===== config.mk =====
export PLATFORM = sky130hd
export DESIGN_NAME = mdu_iterative
export DESIGN_NICKNAME = d
export VERILOG_FILES = /design/src/rtl/mdu_iterative.sv
export SDC_FILE = /design/constraint.sdc
export NUM_CORES = 1
export LEC_CHECK = 0
export CAP_MARGIN = 10
export CORE_ASPECT_RATIO = 1.5
export CORE_MARGIN = 2
export CORE_UTILIZATION = 40
export CTS_BUF_LIST = sky130_fd_sc_hd__clkbuf_4
export CTS_CLUSTER_SIZE = 12
export DETAILED_ROUTE_END_ITERATION = 8
export PLACE_DENSITY = 0.54
export SLEW_MARGIN = 10
export SYNTH_ARGS = -nofsm -noshare
export SYNTH_HDL_FRONTEND = slang
export SYNTH_SLANG_ARGS = --single-unit

===== constraint.sdc =====
create_clock -name clk -period 10 [get_ports clk]
set_input_delay 2 -clock clk [delete_from_list [all_inputs] [get_ports clk]]
set_output_delay 2 -clock clk [all_outputs]
set_load 0.05 [all_outputs]

===== src/rtl/mdu_iterative.sv =====
// mdu_iterative: radix-2 iterative multiply/divide unit owning HI/LO.
// Optional MDU_MACC_EN enables MADD/MSUB (op 6/7) multiply-accumulate.
module mdu_iterative #(
  parameter int WIDTH = 32,
  parameter int CNT_W = $clog2(WIDTH) + 1
) (
  input  logic             clk,
  input  logic             reset,
  input  logic             start,
  input  logic [2:0]       op,
  input  logic [WIDTH-1:0] a,
  input  logic [WIDTH-1:0] b,
  input  logic             flush,
  output logic             busy,
  output logic             done,
  output logic [WIDTH-1:0] hi,
  output logic [WIDTH-1:0] lo
);

  localparam logic [2:0] OP_MULT  = 3'd0;
  localparam logic [2:0] OP_MULTU = 3'd1;
  localparam logic [2:0] OP_DIV   = 3'd2;
  localparam logic [2:0] OP_DIVU  = 3'd3;
  localparam logic [2:0] OP_MTHI  = 3'd4;
  localparam logic [2:0] OP_MTLO  = 3'd5;
  localparam logic [2:0] OP_MADD  = 3'd6;
  localparam logic [2:0] OP_MSUB  = 3'd7;

`ifdef MDU_MACC_EN
  localparam bit MaccEn = 1'b1;
`else
  localparam bit MaccEn = 1'b0;
`endif

  typedef enum logic [1:0] {IDLE, RUN, FIN} state_e;

  state_e             state_q, state_d;
  logic [CNT_W-1:0]   cnt_q, cnt_d;
  logic [2*WIDTH-1:0] acc_q, acc_d;
  logic [WIDTH-1:0]   ma_q, ma_d;
  logic [WIDTH-1:0]   mb_q, mb_d;
  logic [WIDTH-1:0]   hi_q, hi_d;
  logic [WIDTH-1:0]   lo_q, lo_d;
  logic [2:0]         op_q, op_d;
  logic               qneg_q, qneg_d;
  logic               rneg_q, rneg_d;
  logic               dz_q, dz_d;
  logic               done_q, done_d;

  logic             is_macc, is_mul, is_div, is_sgn;
  logic             sa, sb;
  logic [WIDTH-1:0] abs_a, abs_b;

  always_comb begin
    is_macc = MaccEn && (op == OP_MADD || op == OP_MSUB);
    is_mul  = (op == OP_MULT) || (op == OP_MULTU) || is_macc;
    is_div  = (op == OP_DIV) || (op == OP_DIVU);
    is_sgn  = (op == OP_MULT) || (op == OP_DIV) || is_macc;
    sa      = is_sgn & a[WIDTH-1];
    sb      = is_sgn & b[WIDTH-1];
    abs_a   = sa ? -a : a;
    abs_b   = sb ? -b : b;
  end

  logic               run_macc, run_mul;
  logic [WIDTH:0]     msum, rtry, rdiff;
  logic [2*WIDTH-1:0] mul_nx, div_nx, step_nx;
  logic [2*WIDTH-1:0] prod, macc;
  logic [WIDTH-1:0]   quo, rem;

  // Multiply keeps the multiplier in acc low half; divide keeps the
  // partial remainder high and the dividend/quotient low.
  always_comb begin
    run_macc = MaccEn && (op_q == OP_MADD || op_q == OP_MSUB);
    run_mul  = (op_q == OP_MULT) || (op_q == OP_MULTU);
    msum     = {1'b0, acc_q[2*WIDTH-1:WIDTH]}
             + (acc_q[0] ? {1'b0, ma_q} : '0);
    mul_nx   = {msum, acc_q[WIDTH-1:1]};
    rtry     = {acc_q[2*WIDTH-1:WIDTH], acc_q[WIDTH-1]};
    rdiff    = rtry - {1'b0, mb_q};
    div_nx   = rdiff[WIDTH]
             ? {rtry[WIDTH-1:0], acc_q[WIDTH-2:0], 1'b0}
             : {rdiff[WIDTH-1:0], acc_q[WIDTH-2:0], 1'b1};
    step_nx  = (run_mul || run_macc) ? mul_nx : div_nx;
    prod     = qneg_q ? -mul_nx : mul_nx;
    macc     = (op_q == OP_MSUB) ? {hi_q, lo_q} - prod
                                 : {hi_q, lo_q} + prod;
    quo      = qneg_q ? -div_nx[WIDTH-1:0] : div_nx[WIDTH-1:0];
    rem      = rneg_q ? -div_nx[2*WIDTH-1:WIDTH]
                      : div_nx[2*WIDTH-1:WIDTH];
  end

  always_comb begin
    state_d = state_q;
    cnt_d   = cnt_q;
    acc_d   = acc_q;
    ma_d    = ma_q;
    mb_d    = mb_q;
    hi_d    = hi_q;
    lo_d    = lo_q;
    op_d    = op_q;
    qneg_d  = qneg_q;
    rneg_d  = rneg_q;
    dz_d    = dz_q;
    done_d  = 1'b0;
    unique case (state_q)
      IDLE: begin
        if (start && !flush) begin
          if (is_mul || is_div) begin
            state_d = RUN;
            cnt_d   = '0;
            op_d    = op;
            ma_d    = abs_a;
            mb_d    = abs_b;
            qneg_d  = sa ^ sb;
            rneg_d  = sa;
            dz_d    = 1'b0;
            acc_d   = {{WIDTH{1'b0}}, is_div ? abs_a : abs_b};
            // Zero divisor: one pass through RUN to reach FIN in cycle 2.
            if (is_div && b == '0) begin
              dz_d  = 1'b1;
              ma_d  = a;
              cnt_d = CNT_W'(WIDTH - 1);
            end
          end else begin
            done_d = 1'b1;
            if (op == OP_MTHI) hi_d = a;
            if (op == OP_MTLO) lo_d = a;
          end
        end
      end
      RUN: begin
        if (flush) begin
          state_d = IDLE;
        end else begin
          acc_d = step_nx;
          cnt_d = cnt_q + CNT_W'(1);
          if (cnt_q == CNT_W'(WIDTH - 1)) begin
            state_d = FIN;
            done_d  = 1'b1;
            unique case (1'b1)
              dz_q: begin
                hi_d = ma_q;
                lo_d = '1;
              end
              run_macc: {hi_d, lo_d} = macc;
              run_mul:  {hi_d, lo_d} = prod;
              default: begin
                hi_d = rem;
                lo_d = quo;
              end
            endcase
          end
        end
      end
      FIN:     state_d = IDLE;
      default: state_d = IDLE;
    endcase
  end

  always_ff @(posedge clk or posedge reset) begin
    if (reset) begin
      state_q <= IDLE;
      cnt_q   <= '0;
      acc_q   <= '0;
      ma_q    <= '0;
      mb_q    <= '0;
      hi_q    <= '0;
      lo_q    <= '0;
      op_q    <= '0;
      qneg_q  <= 1'b0;
      rneg_q  <= 1'b0;
      dz_q    <= 1'b0;
      done_q  <= 1'b0;
    end else begin
      state_q <= state_d;
      cnt_q   <= cnt_d;
      acc_q   <= acc_d;
      ma_q    <= ma_d;
      mb_q    <= mb_d;
      hi_q    <= hi_d;
      lo_q    <= lo_d;
      op_q    <= op_d;
      qneg_q  <= qneg_d;
      rneg_q  <= rneg_d;
      dz_q    <= dz_d;
      done_q  <= done_d;
    end
  end

  assign busy = (state_q != IDLE);
  assign done = done_q;
  assign hi   = hi_q;
  assign lo   = lo_q;

endmodule


== Word level (Yosys, flattened, before mapping) ==
Cells that the tools add are included.
Cells by class
  add/subtract/negate cells: 8
  eq/ne operators: 16
  muxes and demuxes: 44
  bitwise gates (word level): 3
  reductions and logical operators: 19
Operator list (count)
  32-bit two-way mux: 17
  64-bit two-way mux: 6
  32-bit case mux with 2 select lines: 4
  32-bit negation: 4
  64-bit case mux with 2 select lines: 1
  64-bit negation: 1
  32-bit by 32-bit adder with 33-bit output: 1
  33-bit by 32-bit subtractor with 33-bit output: 1
  32-bit zero test: 1
  6-bit two-way mux: 3
  2-bit != test, second input constant: 7
  6-bit case mux with 2 select lines: 1
  6-bit AND reduction: 2
  2-bit two-way mux: 4
  6-bit by 1-bit adder with 6-bit output, second input constant: 1
  3-bit by 1-bit equality test with 1-bit output, second input constant: 2
  3-bit by 2-bit equality test with 1-bit output, second input constant: 2
  3-bit equality test, second input constant: 2
  6-bit by 5-bit equality test with 1-bit output, second input constant: 1
  3-bit zero test: 2
  3-bit AND reduction: 2
  1-bit logical OR: 5
  1-bit two-way mux: 5
  5-bit two-way mux: 1
  11 further kinds: 14
Storage, ports and cells
  bits in registers: 207
  bits of input ports: 71
  output and inout port bits: 66

== Logic depth before layout (Yosys ltp) ==
Gate-level depths: netlist (run 1).
  word-level depth: 8
  mapped depth: 23
  gate-level depth less buffers: 20

== Worst setup path after synthesis (run 1) ==
Ideal clock, no wire load.
  path kind: reg-to-reg
  start: register acc_q[31]
  end: register lo_q[28] (netlist: lo[28])
  setup time: 0.125 ns
  arrival time: 4.778 ns
  data required time: 9.875 ns
  path slack: 5.097 ns
  cell stages (with the launch flop): 24
  buffers on the path: 3
  period minus slack after synthesis: 4.903 ns
  cells stage by stage: dfrtp_1 inv_1 ha_1 inv_1 fa_1 a211oi_2 o211ai_1 a31oi_2 a211oi_1 o31ai_2 nand2_2 inv_1 buf_2 buf_2 buf_1 ha_1 inv_1 or2_2 o31ai_1 xor2_1 nor2_1 a21oi_1 a21oi_1 mux2_2
On the way
  cells in the longest elaborated chain, start to end: 8
Ends and longest elaborated chain
  start: declaration: RTL line 39  | logic [2*WIDTH-1:0] acc_q, acc_d;
  start signal: assignment: RTL line 165  | acc_q <= '0;
  start signal: assignment: RTL line 178  | acc_q <= acc_d;
  33-bit by 32-bit subtractor with 33-bit output: RTL line 80  | rdiff = rtry - {1'b0, mb_q};
  64-bit two-way mux: RTL line 82  | ? {rtry[WIDTH-1:0], acc_q[WIDTH-2:0], 1'b0}
  32-bit negation: RTL line 88  | quo = qneg_q ? -div_nx[WIDTH-1:0] : div_nx[WIDTH-1:0];
  32-bit two-way mux: RTL line 88
  32-bit case mux with 2 select lines: RTL line 141  | unique case (1'b1)
  32-bit two-way mux: RTL line 138  | if (cnt_q == CNT_W'(WIDTH - 1)) begin
  32-bit two-way mux: RTL line 133  | if (flush) begin
  32-bit case mux with 2 select lines: RTL line 106  | unique case (state_q)
  end signal: assignment: RTL line 182  | lo_q <= lo_d;
  end: declaration: RTL line 43  | logic [WIDTH-1:0] lo_q, lo_d;
No other way between the ends. The select of a mux whose other input is x is not followed.
A chain may end at the register's enable or synchronous reset.

== Final worst setup path (run 1) ==
  start: register acc_q[31]
  end: register hi_q[26] (netlist: hi[26])
On the way
  cells in the longest elaborated chain, start to end: 8
  elaborated cells between the ends (all ways): 10
  those cells by class: add/sub (3); mux (7)
Ends and longest elaborated chain
  33-bit by 32-bit subtractor with 33-bit output: RTL line 80
  64-bit two-way mux: RTL line 82
  32-bit negation: RTL line 89  | rem = rneg_q ? -div_nx[2*WIDTH-1:WIDTH]
  32-bit two-way mux: RTL line 89
  32-bit case mux with 2 select lines (*): RTL line 141
  32-bit two-way mux (*): RTL line 138
  32-bit two-way mux (*): RTL line 133
  32-bit case mux with 2 select lines (*): RTL line 106
  end signal: assignment: RTL line 181  | hi_q <= hi_d;
  end: declaration: RTL line 42  | logic [WIDTH-1:0] hi_q, hi_d;
Mark *: on every way between the ends. The rest lies on a longest branch, timed or not. The select of a mux whose other input is x is not followed.

==> results of run 1 <==
==> report_power, final <==
group          internal, mW  switching [mW]  total (mW)
clock network         0.348           0.412       0.760
logic                  1.44            3.00        4.43
registers              1.05           0.427        1.48
==> metal layers <==
metal	up-vias	wire (microns)	global-route usage, %
li1	10097	-	-
met1	10564	33900	39.0
met2	1076	47400	64.0
met3	367	5710	4.12
met4	2	9770	31.9
met5	-	18	0
==> worst reg2reg max path, cell delays in order, from the launching register on <==
cell and delay (ps):
dfrtp_1 500, inv_1 270, ha_1 220, inv_1 60, fa_1 420, a211oi_2 290, o211ai_1 180, a31oi_2 380
a211oi_1 180, o31ai_2 580, nand2_2 340, o21ai_0 450, ha_1 530, inv_1 190, a221oi_1 870, a41oi_1 280
xor2_1 290, o211ai_1 110
==> metrics by stage <==
step                      setup slack (ps)  std cells  utilization [%]  power [mW]  area, sq um
final                                 3740       3517             45.2        6.67        22400
after detailed placement              3950       3422             43.9        5.76        21700
after floorplan                       2380       2795                -        4.24        20000
after global routing                  3570       3517             45.2        7.03        22400
after global placement                3920       3421             43.9        5.73        21700
after CTS                             3910       3516             45.2        6.54        22400
==> final timing paths <==
path | startpoint | to | depth (start not counted)
min in group asynchronous | reset | acc_q[59] | 2
max in group asynchronous | reset | mb_q[13] | 3
worst max-delay path | acc_q[31] | hi[26] | 17
worst max register to register | acc_q[31] | hi[26] | 17
worst min-delay path | mb_q[9] | mb_q[9] | 2
worst min register to register | mb_q[9] | mb_q[9] | 2
==> layout make-up <==
type                    count  area [sq um]  area share, %
multi-input cells        2321         13900           62.1
flip-flops and latches    206          5160           23.0
repair buffers            165          1580           7.05
well taps                 663           830           3.70
clock buffers              75           563           2.51
inverters                  67           259           1.16
clock inverters            19          87.6          0.391
diodes                      1          2.50         0.0112
==> sequential cells by signal, indices dropped and copies added, names as in the netlist <==
signal / count
acc_q: 64
hi: 32
lo: 32
ma_q: 32
mb_q: 32
cnt_q: 6
op_q: 2
state_q: 2
done: 1
dz_q: 1
qneg_q: 1
rneg_q: 1
==> cells in the final DEF (no fill, tap or decap), types with 11 or more instances in the layout <==
cell             Yosys  layout
a211o_1             11      11
a211oi_1            24      24
a21o_1              18      18
a21oi_1            252     252
a221oi_1            31      31
a31oi_1             31      31
and2_1              58      58
and3_1              26      26
buf_4                1      29
clkbuf_4             0      75
clkdlybuf4s50_1      0     136
clkinv_1             1      13
dfrtp_1            206     205
ha_1                70      70
inv_1               66      65
mux2i_1             37      37
nand2_1            425     425
nand2b_1            17      14
nand3_1             76      76
nand4_1             26      26
nor2_1             278     275
nor2b_1             14      13
nor3_1              76      76
nor4_1              22      21
o211ai_1            36      36
o21ai_0            263     262
o21ai_1             14      13
o22ai_1             16      16
o31ai_1             55      55
o41ai_1             11      11
or2_2               17      16
or3_1               31      31
or4_1               14      13
xnor2_1            124     124
xor2_1              85      85
==> logic make-up (layout without fill, tap and decap cells) <==
logic type      after synthesis  count (layout)  synth area share (%)
mux                          46              46                  2.35
simple gates               1121            1121                  26.0
xor+xnor                    209             209                  9.13
other cells                   0               1                     0
buf+inv                     268             326                  5.16
compound gates              873             873                  27.1
flops                       206             206                  25.7
fa+ha+maj                    72              72                  4.57
==> impl_results.md, run 1 <==
- Hold Path Class: reg2reg
- Die area: 0.0520 sq mm
- Largest net degree at the start of global routing: 92
- Gr usage total: 36.6%
- Fin Setup TNS: 0 ps
- Layout area overhead: 11.7%
- Max-slew violations: 0
- Worst EP required: 10690 ps
- Post-DR vias/cell: 6.29
- Synth Area per Inst: 7.17 sq um
- Synth top cells by count: nand2_1, nor2_1, o21ai_0
- MaxCap Viol Count: 0
- Initial core utilization: 40.5%
- H-tree Lvls: 2
- Hold WS: 481 ps
- Top-area cell type share of the netlist area: 25.7%
- Global route total overflow: 0
- Antenna viol nets, final: 0
- Startpoint types: register
- Slew @ Worst Pin: 1290 ps
- Final Hold Vio Count: 0
- Ys async rst share: 100%
- Main area contributors after synthesis: dfrtp_1, nand2_1, o21ai_0, a21oi_1, xnor2_1
- # IOs: 137
- Clock Skew: 127 ps
- WP buf/inv: 3
- Crit-path leading delay family: compound AO/OA/AOI/OAI gates
- CP Capture Type: register
- CP max stage cell: a221oi_1
- Drt total wl: 96800 microns
- Post-layout nets: 2959
- Global-route wire length before repair: 142000 microns
- Slew margin rel.: 13.2%
- Count leader, synth: nand2_1
- CTS tree: yes
- P per Cell Area: 298 mW/mm^2
- Yosys cell types: 87
- Number of synthesized flops with an enable pin: 0
- Core region area: 0.0495 sq mm
- Final min period: 6260 ps
- Post-Syn Instances: 2795
- Clock transition at path regs: 70 ps
- Most area-hungry cell type in the Yosys netlist: dfrtp_1
- Synthesized area: 0.0200 sq mm
- CP cell instances: inv_1 > ha_1 > inv_1 > fa_1 > a211oi_2 > o211ai_1 > a31oi_2 > a211oi_1 > o31ai_2 > nand2_2 > o21ai_0 > ha_1 > inv_1 > a221oi_1 > a41oi_1 > xor2_1 > o211ai_1
- Leakage power: 9.10 nW
- Post-CTS resize count: 0
- Sequential element share of the synthesized area: 25.7%
- Detailed Place HPWL: 75500 microns
- Status: finished clean
- Syn nets: 2938
- Later-pin clock latency in the skew report: 820 ps
- Setup Buffers After CTS: 0
- Synth Warn #: 0
- Top FF cell, synth: dfrtp_1
- Crit path arrival time: 6950 ps
- CTS Buf Count: 55
- Die span in x: 187 microns
- Initial antenna violation count: 4
- Clk buf depth: 3
- CP Max Fanout: 11
- Tcrit/Tclk final: 62.6%
- Routed WL per cell: 27.5 microns
- CP dominant cell by count: inv_1
- R2r setup slk: 3740 ps
- Row Count: 100
- Yosys reg bits: 206
- First-pass detailed-route iteration total: 5
- Slowest Stage Delay on Critical Path: 870 ps
- Final setup violation count: 0
- Maximum ir drop on the vdd rail: 178 uV
- Chip Height: 278 microns
- RSZ-0062 raised after global routing: false
- Via count: 22106
- GPL Wtd Cong: 1.06
- CTS Sinks: 206
- CTS Hold Bufs: 0
- Fraction of layout cells with a size suffix above 1: 6.27%
- Remaining DRCs: 0
- Critical path type: reg2reg
- Port Buffer Count: 136
- Highest clock rate: 0.160 GHz
- Clk Tree Root Cell: clkbuf_4
- # fillers: 5281
- Drt first-iter violations: 2190
- Vias in the first global route: 21531
(Power assumes the default switching activity.)
==> run 2, diff against run 1 <==
==> constraint.sdc (replaced) <==
create_clock -name clk -period 6.2 [get_ports clk]
set_input_delay 1.24 -clock clk [delete_from_list [all_inputs] [get_ports clk]]
set_output_delay 1.24 -clock clk [all_outputs]
set_load 0.05 [all_outputs]
==> impl_results.md, run 2 (synthesis results as in run 1) <==
- Largest net degree at the start of global routing: 146
- Final Hold Vio Count: 0
- Core region area: 0.0495 sq mm
- CTS tree: yes
- Tot Pwr: 11.1 mW
- Die area: 0.0520 sq mm
- Post-DR vias/cell: 6.27
- R2r setup slk: 860 ps
- Tcrit/Tclk final: 86.2%
- Crit path arrival time: 6060 ps
- Most frequent cells in the layout: nand2_1, nor2_1, o21ai_0
- Worst EP required: 6920 ps
- Global-route wire length before repair: 147000 microns
- Slew @ Worst Pin: 1130 ps
- Final core occ: 45.7%
- Clock Skew: 97.7 ps
- Slowest Stage Delay on Critical Path: 570 ps
- Clock transition at path regs: 80 ps
- Clock power frac: 11.1%
- P_int: 4.66 mW
- Post-CTS resize count: 0
- Initial antenna violation count: 4
- Detailed Place HPWL: 80100 microns
- Sw power: 6.39 mW
- # IOs: 137
- Leakage power: 9.24 nW
- CP Capture Type: register
- P per Cell Area: 488 mW/mm^2
- RSZ-0062 raised after global routing: false
- Layout area overhead: 13.0%
- Clk Tree Root Cell: clkbuf_4
- Crit path depth: 17
- Gr usage total: 38.2%
- Fin Setup TNS: 0 ps
- Highest clock rate: 0.187 GHz
- Combinational share of power: 67.8%
- Final min period: 5340 ps
- CP max stage cell: dfrtp_1
- Status: finished clean
- Vias in the first global route: 21773
- Antenna viol nets, final: 0
- CTS Hold Bufs: 0
- H-tree Lvls: 2
- Max-slew violations: 0
- Worst setup path endpoint: hi[28]
- Global route total overflow: 0
- CP cell instances: ha_1 > inv_1 > o21ai_0 > a21oi_1 > o311ai_0 > o22a_1 > nand2_2 > buf_4 > mux2i_1 > ha_1 > buf_4 > o21ai_0 > o41a_1 > a2111oi_4 > a41oi_1 > xor2_1 > o2bb2ai_1
- Non-filler instance count after layout: 3550
- Drt total wl: 102000 microns
- Area of the multi-input gates: 0.0139 sq mm
- Via count: 22266
- Later-pin clock latency in the skew report: 790 ps
- Row Count: 100
- Register share of total power: 21.2%
- Placed cell count: 3447
- Commonest non-fill, non-tap cell in the layout: nand2_1
- WP buf/inv: 3
- Routed WL per cell: 28.6 microns
- GPL Wtd Cong: 1.03
- Startpoint types: register
- Crit-path leading delay family: compound AO/OA/AOI/OAI gates
- Post-layout nets: 2985
- MaxCap Viol Count: 0
- Register-to-Register Path Depth: 17
- Largest register FFs: 64
- Fraction of layout cells with a size suffix above 1: 7.18%
- CTS Buf Count: 56
- Remaining DRCs: 0
- Critical path type: reg2reg
- Worst r2r dst: hi[28]
- # fillers: 5302
- Final setup violation count: 0
- Hold Path Class: reg2reg
- First-pass detailed-route iteration total: 5
- Critical R2R Launch: acc_q[61]
- Maximum ir drop on the vdd rail: 263 uV
- Sequential Area: 0.00516 sq mm
- Drt first-iter violations: 1952
- CTS Sinks: 206
- Setup Buffers After CTS: 0
- Initial core utilization: 40.5%
- Slew margin rel.: 24.3%
- Port Buffer Count: 136
- Chip Height: 278 microns
- Hold WS: 482 ps
- Clk buf depth: 3
- Crit. Startpoint: acc_q[61]
- Die span in x: 187 microns
- Top reg by flops: acc_q
- CP Max Fanout: 11
- Net Sw Frac: 57.9%
==> run 2: through the flow <==
| stage | cell area (sq um) | worst slack, ps |
|---|---|---|
| final | 22600 | 856 |
| after global routing | 22600 | 608 |
| after CTS | 22600 | 928 |
| after detailed placement | 22000 | 946 |
| after global placement | 22000 | 946 |
| after floorplan | 20000 | 1300 |
==> run 2: power by group through the flow <==
| stage | Combinational [mW] | Clock [mW] | Sequential [mW] |
|---|---|---|---|
| CTS | 7.29 | 1.25 | 2.32 |
| floorplan | 4.47 | 0 | 2.38 |
| finish | 7.49 | 1.22 | 2.34 |
| global route | 7.91 | 1.31 | 2.36 |
| global placement | 7.26 | 0 | 2.34 |
| detailed placement | 7.24 | 0 | 2.34 |
==> run 2: worst min path at each step <==
stage | to | cells past startpoint | slack, ps | from
after floorplan | mb_q[10] | 2 | 450 | mb_q[10]
after global placement | mb_q[29] | 2 | 470 | mb_q[29]
after detailed placement | lo[9] | 2 | 470 | lo[9]
after CTS | mb_q[7] | 2 | 490 | mb_q[7]
after global routing | lo[8] | 2 | 510 | lo[8]
final | lo[18] | 2 | 480 | lo[18]
==> run 2: final cells by class <==
type | count | area share [%]
Multi-Input combinational cell | 2321 | 61.5
Sequential cell | 206 | 22.8
Timing Repair Buffer | 190 | 7.97
Tap cell | 663 | 3.66
Clock buffer | 73 | 2.42
Inverter | 67 | 1.13
Clock inverter | 28 | 0.553
Antenna cell | 2 | 0.0221
==> run 2: worst register-to-register path, delay by kind of cell (launching register included) <==
family,cells,cell delay [ps]
mux,1,300
flops,1,570
xor+xnor,1,200
simple gates,1,290
buf+inv,3,840
fa+ha+maj,2,690
compound gates,9,2380
==> run 2: per-layer routing <==
layer | vias up | track usage [%] | wire length (microns) | part of all wire (%)
met3 | 371 | 4.48 | 5040 | 5.0
met5 | - | 0 | 10 | 0.0098
li1 | 10178 | - | - | -
met1 | 10719 | 40.0 | 35900 | 35
met4 | 2 | 35.9 | 11200 | 11
met2 | 996 | 66.3 | 49400 | 49
